<file path="src/rtl/lane_fifo_arbiter.sv">
// Two-lane input buffer with a round-robin arbiter feeding a 2:1 valid-bit mux.
// Each lane owns a small circular FIFO. At most one lane is popped per cycle.
// The popped word, per-lane valid bits and the mux selector are all registered.
module lane_fifo_arbiter #(
    parameter int DATA_WIDTH = 8,
    parameter int DEPTH      = 4,
    parameter int ADDR_WIDTH = 2
) (
    input  logic                  clk,
    input  logic                  reset,
    input  logic                  push0,
    input  logic [DATA_WIDTH-1:0] data_in0,
    input  logic                  push1,
    input  logic [DATA_WIDTH-1:0] data_in1,
    input  logic                  pause,
    output logic                  full0,
    output logic                  full1,
    output logic                  empty0,
    output logic                  empty1,
    output logic [DATA_WIDTH-1:0] data_out0,
    output logic [DATA_WIDTH-1:0] data_out1,
    output logic                  valid_bit0,
    output logic                  valid_bit1,
    output logic                  selector,
    output logic                  error
);

    // IDLE: nothing popped last cycle; SERVEx: lane x popped last cycle.
    typedef enum logic [1:0] {
        IDLE   = 2'd0,
        SERVE0 = 2'd1,
        SERVE1 = 2'd2
    } arb_state_t;

    localparam logic [ADDR_WIDTH-1:0] PTR_ONE    = 1;
    localparam logic [ADDR_WIDTH:0]   CNT_ONE    = 1;
    localparam logic [ADDR_WIDTH:0]   CNT_ZERO   = '0;
    localparam logic [ADDR_WIDTH:0]   FULL_COUNT = (ADDR_WIDTH + 1)'(DEPTH);

    // Lane FIFO storage and bookkeeping, indexed by lane.
    logic [DATA_WIDTH-1:0] r_mem [2][DEPTH];
    logic [ADDR_WIDTH-1:0] r_wr_ptr [2];
    logic [ADDR_WIDTH-1:0] r_rd_ptr [2];
    logic [ADDR_WIDTH:0]   r_count  [2];
    logic                  r_error;

    // Arbiter state and registered outputs.
    arb_state_t            r_state;
    logic                  r_last_sel;
    logic [DATA_WIDTH-1:0] r_data_out0;
    logic [DATA_WIDTH-1:0] r_data_out1;
    logic                  r_valid0;
    logic                  r_valid1;
    logic                  r_selector;

    logic                  w_push    [2];
    logic [DATA_WIDTH-1:0] w_din     [2];
    logic [DATA_WIDTH-1:0] w_rd_data [2];
    logic                  w_full    [2];
    logic                  w_empty   [2];
    logic                  w_pop     [2];
    logic                  w_wr_en   [2];
    logic                  w_any_pop;
    logic                  w_pop_lane;
    logic                  w_last_sel;
    logic                  w_overflow;

    assign w_push[0] = push0;
    assign w_push[1] = push1;
    assign w_din[0]  = data_in0;
    assign w_din[1]  = data_in1;

    // Per-lane status and head-of-queue read, all from pre-edge state.
    always_comb begin
        for (int i = 0; i < 2; i++) begin
            w_full[i]    = (r_count[i] == FULL_COUNT);
            w_empty[i]   = (r_count[i] == CNT_ZERO);
            w_rd_data[i] = r_mem[i][r_rd_ptr[i]];
        end
    end

    // Effective last-served lane: SERVEx states imply it, IDLE keeps the stored copy.
    always_comb begin
        w_last_sel = r_last_sel;
        case (r_state)
            SERVE0:  w_last_sel = 1'b0;
            SERVE1:  w_last_sel = 1'b1;
            default: w_last_sel = r_last_sel;
        endcase
    end

    // Round-robin pick: alternate when both lanes hold data, else serve whichever does.
    always_comb begin
        // NOTE: every always_comb output gets a default first so no path can infer a latch.
        w_any_pop  = 1'b0;
        w_pop_lane = 1'b0;
        if (!pause) begin
            if (!w_empty[0] && !w_empty[1]) begin
                w_any_pop  = 1'b1;
                w_pop_lane = ~w_last_sel;
            end else if (!w_empty[0]) begin
                w_any_pop  = 1'b1;
                w_pop_lane = 1'b0;
            end else if (!w_empty[1]) begin
                w_any_pop  = 1'b1;
                w_pop_lane = 1'b1;
            end
        end
        w_pop[0] = w_any_pop && !w_pop_lane;
        w_pop[1] = w_any_pop &&  w_pop_lane;
    end

    // A push into a full lane is accepted only when that lane is popped in the same cycle.
    always_comb begin
        w_overflow = 1'b0;
        for (int i = 0; i < 2; i++) begin
            w_wr_en[i] = w_push[i] && (!w_full[i] || w_pop[i]);
            if (w_push[i] && w_full[i] && !w_pop[i]) begin
                w_overflow = 1'b1;
            end
        end
    end

    // FIFO storage write; no reset so stale words may survive a reset.
    always_ff @(posedge clk) begin
        // NOTE: storage is deliberately left out of reset; the pointers and counts define validity.
        for (int i = 0; i < 2; i++) begin
            if (w_wr_en[i]) begin
                r_mem[i][r_wr_ptr[i]] <= w_din[i];
            end
        end
    end

    // Pointer, count and sticky overflow bookkeeping.
    always_ff @(posedge clk or posedge reset) begin
        // NOTE: sequential state uses non-blocking assignments so every register samples pre-edge values.
        if (reset) begin
            for (int i = 0; i < 2; i++) begin
                r_wr_ptr[i] <= '0;
                r_rd_ptr[i] <= '0;
                r_count[i]  <= '0;
            end
            r_error <= 1'b0;
        end else begin
            for (int i = 0; i < 2; i++) begin
                if (w_wr_en[i]) begin
                    r_wr_ptr[i] <= r_wr_ptr[i] + PTR_ONE;
                end
                if (w_pop[i]) begin
                    r_rd_ptr[i] <= r_rd_ptr[i] + PTR_ONE;
                end
                case ({w_wr_en[i], w_pop[i]})
                    2'b10:   r_count[i] <= r_count[i] + CNT_ONE;
                    2'b01:   r_count[i] <= r_count[i] - CNT_ONE;
                    default: r_count[i] <= r_count[i];
                endcase
            end
            if (w_overflow) begin
                r_error <= 1'b1;
            end
        end
    end

    // Arbiter FSM: records the served lane and registers the mux-facing outputs.
    always_ff @(posedge clk or posedge reset) begin
        if (reset) begin
            r_state     <= IDLE;
            r_last_sel  <= 1'b1;
            r_data_out0 <= '0;
            r_data_out1 <= '0;
            r_valid0    <= 1'b0;
            r_valid1    <= 1'b0;
            r_selector  <= 1'b0;
        end else if (w_any_pop) begin
            r_last_sel <= w_pop_lane;
            r_selector <= w_pop_lane;
            if (w_pop_lane) begin
                r_state     <= SERVE1;
                r_data_out1 <= w_rd_data[1];
                r_valid0    <= 1'b0;
                r_valid1    <= 1'b1;
            end else begin
                r_state     <= SERVE0;
                r_data_out0 <= w_rd_data[0];
                r_valid0    <= 1'b1;
                r_valid1    <= 1'b0;
            end
        end else begin
            r_state    <= IDLE;
            r_last_sel <= w_last_sel;
            r_valid0   <= 1'b0;
            r_valid1   <= 1'b0;
        end
    end

    assign full0      = w_full[0];
    assign full1      = w_full[1];
    assign empty0     = w_empty[0];
    assign empty1     = w_empty[1];
    assign data_out0  = r_data_out0;
    assign data_out1  = r_data_out1;
    assign valid_bit0 = r_valid0;
    assign valid_bit1 = r_valid1;
    assign selector   = r_selector;
    assign error      = r_error;

endmodule
</file>
<file path="config.mk">
export PLATFORM = sky130hd
export DESIGN_NAME = lane_fifo_arbiter
export DESIGN_NICKNAME = d
export VERILOG_FILES = /design/src/rtl/lane_fifo_arbiter.sv
export SDC_FILE = /design/constraint.sdc
export NUM_CORES = 1
export LEC_CHECK = 0
export ABC_CLOCK_PERIOD_IN_PS = 2690
export CAP_MARGIN = 20
export CORE_MARGIN = 2
export CORE_UTILIZATION = 45
export CTS_BUF_LIST = sky130_fd_sc_hd__clkbuf_4 sky130_fd_sc_hd__clkbuf_8
export DETAILED_ROUTE_END_ITERATION = 16
export PLACE_DENSITY = 0.68
export RECOVER_POWER = 100
export SETUP_SLACK_MARGIN = 0.4
export SLEW_MARGIN = 20
export SYNTH_ARGS = -nofsm -noshare
export SYNTH_HDL_FRONTEND = slang
export SYNTH_SLANG_ARGS = --single-unit
</file>
<file path="constraint.sdc">
create_clock -name clk -period 2.69 [get_ports clk]
set_clock_uncertainty 0.2 [all_clocks]
set_input_delay 0.269 -clock clk [delete_from_list [all_inputs] [get_ports clk]]
set_output_delay 0.269 -clock clk [all_outputs]
set_load 0.005 [all_outputs]
</file>
==> run_results.csv, run 1 <==
group,metric,value,unit
detailed_routing,ant_nets,0,
synth,synth_seq_cells,99,
place,place.gp.congestion,0.7318,
final_layout,final_cell_mix,"64 x edfxtp_1, 38 x dlygate4sd3_1, 33 x dfrtp_1, 16 x mux4_2, 13 x inv_1",
final_layout,instances_no_fill,412,
sta,setup_violations,0,
synth,synthCells,214,
sta,hold_viol,0,
worst_setup_path,reg2reg_from,"r_state[1]",
final_layout,antenna_cells,0,
power_and_ir_drop,power,5.584,mW
sta,slew_headroom,0.3633,
synth,synth_edf_count,64,
power_and_ir_drop,cellPowerDensity,1095,mW/mm^2
synth,async_flop_share,0.3535,
synth,ys_warn_count,0,
global_route,grt_max_degree,36,
power_and_ir_drop,p_leak,1.969,nW
worst_setup_path,cp_max_fo,8,
worst_setup_path,crit_type,"reg2reg",
worst_setup_path,critical_path.max_stage_delay,420,ps
global_route,grt_pass1_wl,11.26,mm
sta,tns,0,ps
global_route,grtUsageTotal,0.1535,
worst_setup_path,crit_chain,"ha_4 > mux2i_4 > o211a_4 > clkbuf_1 > buf_6 > buf_12 > nand2b_4 > and3_1 > clkbuf_2",
clocking,path_clk_slew,80,ps
min_path,hold_path_class,"reg2reg",
place,pre_cts_slack,91.48,ps
synth,yosys_most_used_dff,"edfxtp_1",
floorplan,core-area,0.008636,sq mm
sta,rsz0062_at_grt,"true",
detailed_routing,wl_per_cell,17.20,microns
worst_setup_path,cp-end-kind,"flop",
global_route,overflow,0,
clocking,clk_latency,350,ps
floorplan,dieArea,0.009604,sq mm
sta,worst_pin_slew,955.0,ps
floorplan,io_pins,45,
floorplan,die_h,98,microns
worst_setup_path,ff2ff_setup_slack,90,ps
floorplan,fp.dieW,98,microns
detailed_routing,routed_wl,7.087,mm
final_layout,fillers,672,
sta,fmax,0.3845,GHz
detailed_routing,via_per_inst,5.029,
synth,avgSynthCellArea,18.58,sq um
flow_run,cap_viol_max_count,0,
place,hpwlAfterDp,4.513,mm
synth,ys_types,31,
final_layout,fin_util,0.5903,
sta,layout_setup_ws,89.01,ps
worst_setup_path,cp_data_arrival_time,2430,ps
clocking,cts.sinks,99,
place,port_buffers,44,
worst_setup_path,r2r_cells,9,
sta,maxSlewViolCount,0,
worst_setup_path,crit_slowest_cell,"dfrtp_1",
worst_setup_path,crit_required,2520,ps
clocking,cts_buffers,9,
global_route,grt_pass1_vias,2230,
detailed_routing,vias,2072,
min_path,whs_path_depth,1,
place,place_inst,374,
final_layout,layout_commonest_cell,"edfxtp_1",
synth,syn-cell-area,0.003976,sq mm
worst_setup_path,reg2reg_to,"r_mem[0][44]",
final_layout,layout.nets,333,
detailed_routing,firstDrtPassIters,4,
clocking,htreeDepth,3,
floorplan,start_util,0.4604,
clocking,cts_tree,"built",
sta,finalCritPeriodShare,0.9669,
clocking,cts_root_buffer,"clkbuf_8",
detailed_routing,dr.first_iter.drc_count,81,
worst_setup_path,crit_start,"r_state[1]",
final_layout,drive_above_1_share,0.3322,
floorplan,rows,34,
clocking,cts_max_path_buffers,2,
min_path,whs_endpoint,"data_out1[4]",
min_path,hold_path_startpoint,"data_out1[4]",
worst_setup_path,cp-start-kind,"flop",
sta,min_period,2601,ps
synth,synthesis.nets,248,
final_layout,area_growth,28.19,%
synth,synth_seq_area_share,0.7039,
power_and_ir_drop,worst_ir_drop_vdd,0.0006123,V
clocking,hold_buffers,0,
global_route,antenna_found_initial,0,
status,outcome,"finished clean",
detailed_routing,route.detailed.drc,0,
cells by family after synthesis:
| kind of cell | after synthesis | synth area share |
|---|---|---|
| adders and majority gates | 13 | 0.04468 |
| AOI/OAI and AO/OA | 7 | 0.01668 |
| muxes | 37 | 0.1501 |
| DFF | 99 | 0.7039 |
| xor gates and xnor gates | 12 | 0.02643 |
| buffers and inverters | 22 | 0.02423 |
| and+or+nand+nor | 24 | 0.03398 |
area by class of cell:
type	instances	area (sq um)	share of cell area
Sequential cell	99	2800	0.5493
Multi-Input combinational cell	93	1196	0.2347
Timing Repair Buffer	80	733.2	0.1438
Tap cell	108	135.1	0.02651
Clock buffer	10	131.4	0.02577
Inverter	16	60.06	0.01178
Clock inverter	6	41.29	0.008100
registers in the layout (all words and copies together), names as in the netlist:
register and count:
r_wr_ptr 4, r_count 6, data_out0 8, selector 1
r_state 2, r_mem 64, r_last_sel 1, data_out1 8
r_rd_ptr 4, error 1
critical path: cells and delay by family (launching register included):
family | cells | cell delay, ps
buffers and inverters | 4 | 580
flip-flops | 1 | 420
adder cells (fa/ha/maj) | 1 | 290
multiplexers | 1 | 280
AND/OR/NAND/NOR | 2 | 270
AO/OA/AOI/OAI | 1 | 240
synth_stat cells, drive strengths merged, types with 3 or more instances:
library cell,n,area (sq um)
inv,16,60.06
nor2,5,18.77
edfxtp,64,1922
xor2,6,52.55
buf,6,36.29
mux2,18,206.4
dfrtp,34,850.8
xnor2,6,52.55
mux2i,3,30.03
and3,8,50.05
mux4,16,360.4
ha,11,137.6
nand2,4,15.01
power breakdown:
group | switching [mW] | leakage, nW | internal [mW]
logic | 0.898 | 0.892 | 1.39
clock network | 0.484 | 0.0837 | 0.347
registers | 0.341 | 0.994 | 2.13
total | 1.72 | 1.97 | 3.86
per-stage QoR:
| stage | hold WS [ps] | instance area (sq um) |
|---|---|---|
| floorplan | 167.9 | 4048 |
| global placement | 274.1 | 4751 |
| detailed placement | 285.5 | 4751 |
| CTS | 135.5 | 5037 |
| global route | 313.5 | 5097 |
| finish | 287.5 | 5097 |
routing by layer:
layer | wire (microns) | track usage | vias up
met3 | 259 | 0.04366 | 8
met4 | 74 | 0.04167 | 0
met1 | 2937 | 0.1816 | 1060
li1 | - | - | 964
met2 | 3816 | 0.2750 | 40
met5 | 0 | 0 | -
how the worst max path moves through the flow:
stage | to | cells past startpoint | slack (ps)
finish | r_mem[0][44] | 9 | 90
global route | r_mem[0][44] | 9 | 5
CTS | r_count[5] | 10 | 130
detailed placement | r_count[2] | 10 | 90
global placement | r_count[2] | 10 | 150
floorplan | r_count[5] | 10 | 160
what timing repair did:
item / in CTS / in global routing
resized for setup: 13 / 28
setup endpoints to repair: 69 / 91
pin swaps: 7 / 9
endpoints found under the hold margin: 0 / 0
gates cloned: 0 / 1
setup buffers: 7 / 14
(Power assumes the default switching activity.)
==> run 2: changes to the inputs <==
RECOVER_POWER = 25   (was 100)
==> run_results.csv, run 2 (same netlist as run 1, synthesis figures left out) <==
group,metric,value,unit
status,outcome,"finished clean",
final_layout,final_cell_mix,"64 x edfxtp_1, 33 x dfrtp_1, 29 x clkdlybuf4s50_1, 19 x buf_4, 16 x mux4_2",
floorplan,fp.dieW,98,microns
sta,setup_violations,0,
sta,worst_pin_slew,623.1,ps
place,port_buffers,44,
clocking,cts_buffers,9,
global_route,grtUsageTotal,0.1535,
power_and_ir_drop,worst_ir_drop_vdd,0.0006361,V
floorplan,start_util,0.4604,
final_layout,stdcell_area,0.005275,sq mm
final_layout,drive_above_1_share,0.3750,
sta,rsz0062_at_grt,"true",
sta,hold_viol,0,
floorplan,rows,34,
place,place_area,0.004751,sq mm
global_route,grt_pass1_vias,2230,
global_route,grt_pass1_wl,11.26,mm
sta,slew_headroom,0.5846,
clocking,cts_tree,"built",
clocking,clk_latency,350,ps
detailed_routing,wl_per_cell,17.35,microns
power_and_ir_drop,cellPowerDensity,1129,mW/mm^2
final_layout,fin_util,0.6108,
floorplan,core-area,0.008636,sq mm
worst_setup_path,path_common_cell,"buf_4",
sta,tns,0,ps
floorplan,dieArea,0.009604,sq mm
worst_setup_path,cp-end-kind,"flop",
detailed_routing,route.detailed.drc,0,
power_and_ir_drop,power.internal,4.162,mW
final_layout,fillers,638,
worst_setup_path,r2r_cells,9,
detailed_routing,firstDrtPassIters,4,
floorplan,die_h,98,microns
clocking,htreeDepth,3,
final_layout,largest_reg_flops,64,
floorplan,io_pins,45,
worst_setup_path,crit_chain,"ha_4 > mux2i_4 > a211oi_4 > buf_4 > buf_4 > buf_6 > or2_2 > and3_4 > buf_12",
final_layout,antenna_cells,0,
clocking,cts_root_buffer,"clkbuf_8",
final_layout,layout.nets,333,
worst_setup_path,crit_type,"reg2reg",
worst_setup_path,cp-start-kind,"flop",
global_route,antenna_found_initial,0,
detailed_routing,routed_wl,7.149,mm
worst_setup_path,crit_slowest_cell,"dfrtp_1",
place,hpwlAfterDp,4.513,mm
detailed_routing,dr.first_iter.drc_count,70,
clocking,path_clk_slew,90,ps
clocking,hold_buffers,0,
final_layout,layout_commonest_cell,"edfxtp_1",
worst_setup_path,critical_path.max_stage_delay,420,ps
global_route,overflow,0,
power_and_ir_drop,power.switching,1.795,mW
worst_setup_path,cp_data_arrival_time,2520,ps
power_and_ir_drop,pwr-share-clk,0.139,
power_and_ir_drop,p_leak,2.029,nW
power_and_ir_drop,comb_power_share,0.443,
final_layout,area_growth,32.66,%
worst_setup_path,cp_max_fo,8,
flow_run,cap_viol_max_count,0,
sta,finalCritPeriodShare,0.9653,
min_path,hold_path_class,"in2async",
worst_setup_path,crit_required,2610,ps
global_route,grt_max_degree,36,
sta,min_period,2597,ps
clocking,cts_max_path_buffers,2,
place,place.gp.congestion,0.7318,
sta,maxSlewViolCount,0,
detailed_routing,via_per_inst,5.053,
power_and_ir_drop,switching_share,0.3013,
detailed_routing,ant_nets,0,
clocking,cts.sinks,99,
sta,fmax,0.3851,GHz
power_and_ir_drop,power_frac_seq,0.418,
detailed_routing,vias,2082,
[run 2: cell count changes in the layout (fill, tap and decap cells not counted), moves of 2 or more]
cell | before | now
clkbuf_2 | 9 | 0
buf_4 | 11 | 19
dlygate4sd3_1 | 38 | 14
and3_1 | 4 | 2
clkdlybuf4s50_1 | 5 | 29
mux2_1 | 6 | 0
clkbuf_1 | 3 | 0
clkbuf_4 | 3 | 1
mux2_4 | 3 | 9
and3_4 | 4 | 6
buf_12 | 1 | 7
[run 2: path summary, 6_finish.rpt]
kind | start | endpoint | slack (ps)
max | r_state[1] | r_mem[0][4] | 90
min | reset | data_out1[0] | 130
max reg2reg | r_state[1] | r_mem[0][4] | 90
min reg2reg | r_count[2] | r_count[2] | 300
max in group asynchronous | reset | r_last_sel | 1800
min in group clk | r_count[2] | r_count[2] | 300
[run 2: metal layers]
metal  track usage  wire, microns  vias to the layer above
met4       0.04167             69                        0
met5             0              0                        -
met1        0.1816           2938                     1069
met2        0.2750           3896                       38
li1              -              -                      967
met3       0.04366            245                        8
[run 2: critical path: cells and delay by family (launching register included)]
family                   cells  cell delay [ps]
multiplexers                 1              280
flip-flops                   1              420
buffers and inverters        4              530
adder cells (fa/ha/maj)      1              290
AND/OR/NAND/NOR              2              520
AO/OA/AOI/OAI                1              120
[run 2: power groups by stage]
stage / clock (mW) / combinational (mW) / sequential, mW
floorplan: 0 / 1.43 / 2.35
global placement: 0 / 2.04 / 2.50
detailed placement: 0 / 2.10 / 2.52
CTS: 0.854 / 2.26 / 2.50
global route: 0.919 / 2.85 / 2.56
finish: 0.829 / 2.64 / 2.49
[run 2: layout make-up]
| class | count | area (sq um) | area share |
|---|---|---|---|
| well taps | 108 | 135.1 | 0.02562 |
| multi-input cells | 93 | 1251 | 0.2372 |
| flip-flops and latches | 99 | 2800 | 0.5308 |
| repair buffers | 80 | 855.8 | 0.1622 |
| clock buffers | 10 | 131.4 | 0.02491 |
| inverters | 16 | 60.06 | 0.01139 |
| clock inverters | 6 | 41.29 | 0.007827 |
[run 2: per-stage QoR]
stage | std cells | setup WS [ps] | total power, mW | hold slack [ps]
after floorplan | 214 | 156.1 | 3.772 | 167.9
after global placement | 374 | 147.2 | 4.545 | 274.1
after detailed placement | 374 | 91.48 | 4.620 | 285.5
after CTS | 397 | 128.5 | 5.615 | 135.5
after global routing | 412 | 13.90 | 6.325 | 200.1
final | 412 | 93.37 | 5.957 | 134.3
[run 2: repair_timing]
action                     in CTS  in global routing
cloned                          0                  1
setup endpoints to repair      69                 91
pin swaps                       7                  9
gates resized for setup        13                 28
buffers inserted                7                 14
==> run 3: changes to the inputs <==
PLACE_DENSITY = default   (was 0.68)
PLACE_DENSITY_LB_ADDON = 0.2   (was default)
==> run_results.csv, run 3 (same netlist as run 1, synthesis figures left out) <==
group,metric,value,unit
status,outcome,"finished clean",
worst_setup_path,crit_slowest_cell,"dfrtp_1",
place,place_area,0.004771,sq mm
global_route,grt-busiest-layer,"met2",
worst_setup_path,cp_data_arrival_time,2580,ps
detailed_routing,routed_wl,6.837,mm
sta,maxSlewViolCount,0,
final_layout,fillers,650,
power_and_ir_drop,p_leak,2.000,nW
place,pre_cts_slack,89.19,ps
floorplan,die_h,98,microns
worst_setup_path,cp-end-kind,"flop",
floorplan,core-area,0.008636,sq mm
sta,fmax,0.3947,GHz
final_layout,fin_util,0.6024,
global_route,grtUsageTotal,0.1473,
detailed_routing,wl_per_cell,16.92,microns
power_and_ir_drop,cellPowerDensity,1120,mW/mm^2
clocking,hold_buffers,0,
sta,slew_headroom,0.5781,
global_route,grt_util_met2,0.2550,
worst_setup_path,crit_type,"reg2reg",
power_and_ir_drop,worst_ir_drop_vdd,0.0004547,V
global_route,grt_pass1_wl,10.72,mm
clocking,clk_latency,360,ps
detailed_routing,firstDrtPassIters,6,
final_layout,drive_above_1_share,0.3480,
clocking,cts_max_path_buffers,2,
global_route,overflow,0,
worst_setup_path,crit_family,"adder cells",
global_route,grt_max_degree,36,
worst_setup_path,crit_buf_inv,1,
clocking,cts.sinks,99,
final_layout,seq_area,0.002799,sq mm
final_layout,layout.nets,325,
worst_setup_path,crit_required,2740,ps
detailed_routing,dr.first_iter.drc_count,68,
clocking,path_clk_slew,100,ps
min_path,hold_path_class,"in2async",
worst_setup_path,cp-start-kind,"flop",
floorplan,io_pins,45,
clocking,cts_buffers,9,
sta,rsz0062_at_grt,"true",
sta,hold_ws,109.6,ps
place,place_inst,375,
clocking,cts_root_buffer,"clkbuf_8",
final_layout,multiInputGateArea,0.001235,sq mm
sta,setup_violations,0,
sta,finalCritPeriodShare,0.9418,
clocking,cts_tree,"built",
floorplan,rows,34,
floorplan,dieArea,0.009604,sq mm
sta,hold_viol,0,
sta,min_period,2533,ps
global_route,grt_pass1_vias,2091,
detailed_routing,route.detailed.drc,0,
power_and_ir_drop,power,5.827,mW
floorplan,start_util,0.4604,
sta,worst_pin_slew,632.9,ps
place,hpwlAfterDp,4.424,mm
worst_setup_path,ff2ff_setup_slack,160,ps
sta,tns,0,ps
worst_setup_path,critical_path.max_stage_delay,420,ps
worst_setup_path,crit_chain,"ha_4 > mux2i_4 > a211oi_4 > o21ai_2 > ha_4 > inv_2 > fa_2 > xor2_1 > nor2_1 > xor2_1",
final_layout,stdcell_area,0.005202,sq mm
floorplan,fp.dieW,98,microns
sta,layout_setup_ws,156.6,ps
detailed_routing,via_per_inst,4.985,
global_route,use_met3,0.03150,
final_layout,instances_no_fill,404,
place,place.gp.congestion,0.7388,
final_layout,largest_reg_flops,64,
final_layout,layout_commonest_cell,"edfxtp_1",
final_layout,area_growth,30.84,%
worst_setup_path,cp_max_fo,4,
final_layout,antenna_cells,0,
detailed_routing,vias,2014,
clocking,htreeDepth,3,
global_route,grt_use_met1,0.1802,
place,port_buffers,44,
flow_run,cap_viol_max_count,0,
global_route,antenna_found_initial,0,
final_layout,final_cell_mix,"64 x edfxtp_1, 34 x dfrtp_1, 29 x clkdlybuf4s50_1, 16 x mux4_2, 14 x dlygate4sd3_1",
detailed_routing,ant_nets,0,
==> run 3: timing repair <==
item,4_1_cts,5_1_grt
gates resized for setup,16,17
setup buffers,7,5
hold endpoints to repair,0,0
setup endpoints to repair,69,81
cloned,0,1
pin swaps,12,5
==> run 3: final timing paths <==
kind,from,end,cells after the start
worst max-delay path,r_state[1],r_count[5],10
worst min-delay path,reset,r_count[2],3
worst max register to register,r_state[1],r_count[5],10
worst min register to register,error,error,1
max in group asynchronous,reset,r_last_sel,3
min in group clk,error,error,1
==> run 3: metal layers <==
| metal | vias up | wire length [microns] |
|---|---|---|
| li1 | 949 | - |
| met4 | 0 | 123 |
| met5 | - | 0 |
| met2 | 30 | 3653 |
| met1 | 1026 | 2897 |
| met3 | 9 | 163 |
==> run 3: worst register-to-register path: stages, from the launching register on <==
cell and delay, ps:
dfrtp_1 420, ha_4 290, mux2i_4 290, a211oi_4 130
o21ai_2 220, ha_4 170, inv_2 30, fa_2 320
xor2_1 140, nor2_1 60, xor2_1 150
==> run 3: cell type report <==
| class | count | share of cell area |
|---|---|---|
| tap | 108 | 0.02597 |
| sequential | 99 | 0.5380 |
| multi-input combinational | 93 | 0.2374 |
| inverter | 16 | 0.01154 |
| clock buffer | 9 | 0.02381 |
| clock inverter | 7 | 0.01106 |
| timing repair buffer | 72 | 0.1522 |
==> run 3: power by group <==
part | internal, mW | switching, mW | total (mW)
clock | 0.351 | 0.544 | 0.895
sequential | 2.13 | 0.362 | 2.49
combinational | 1.57 | 0.875 | 2.44
total | 4.05 | 1.78 | 5.83
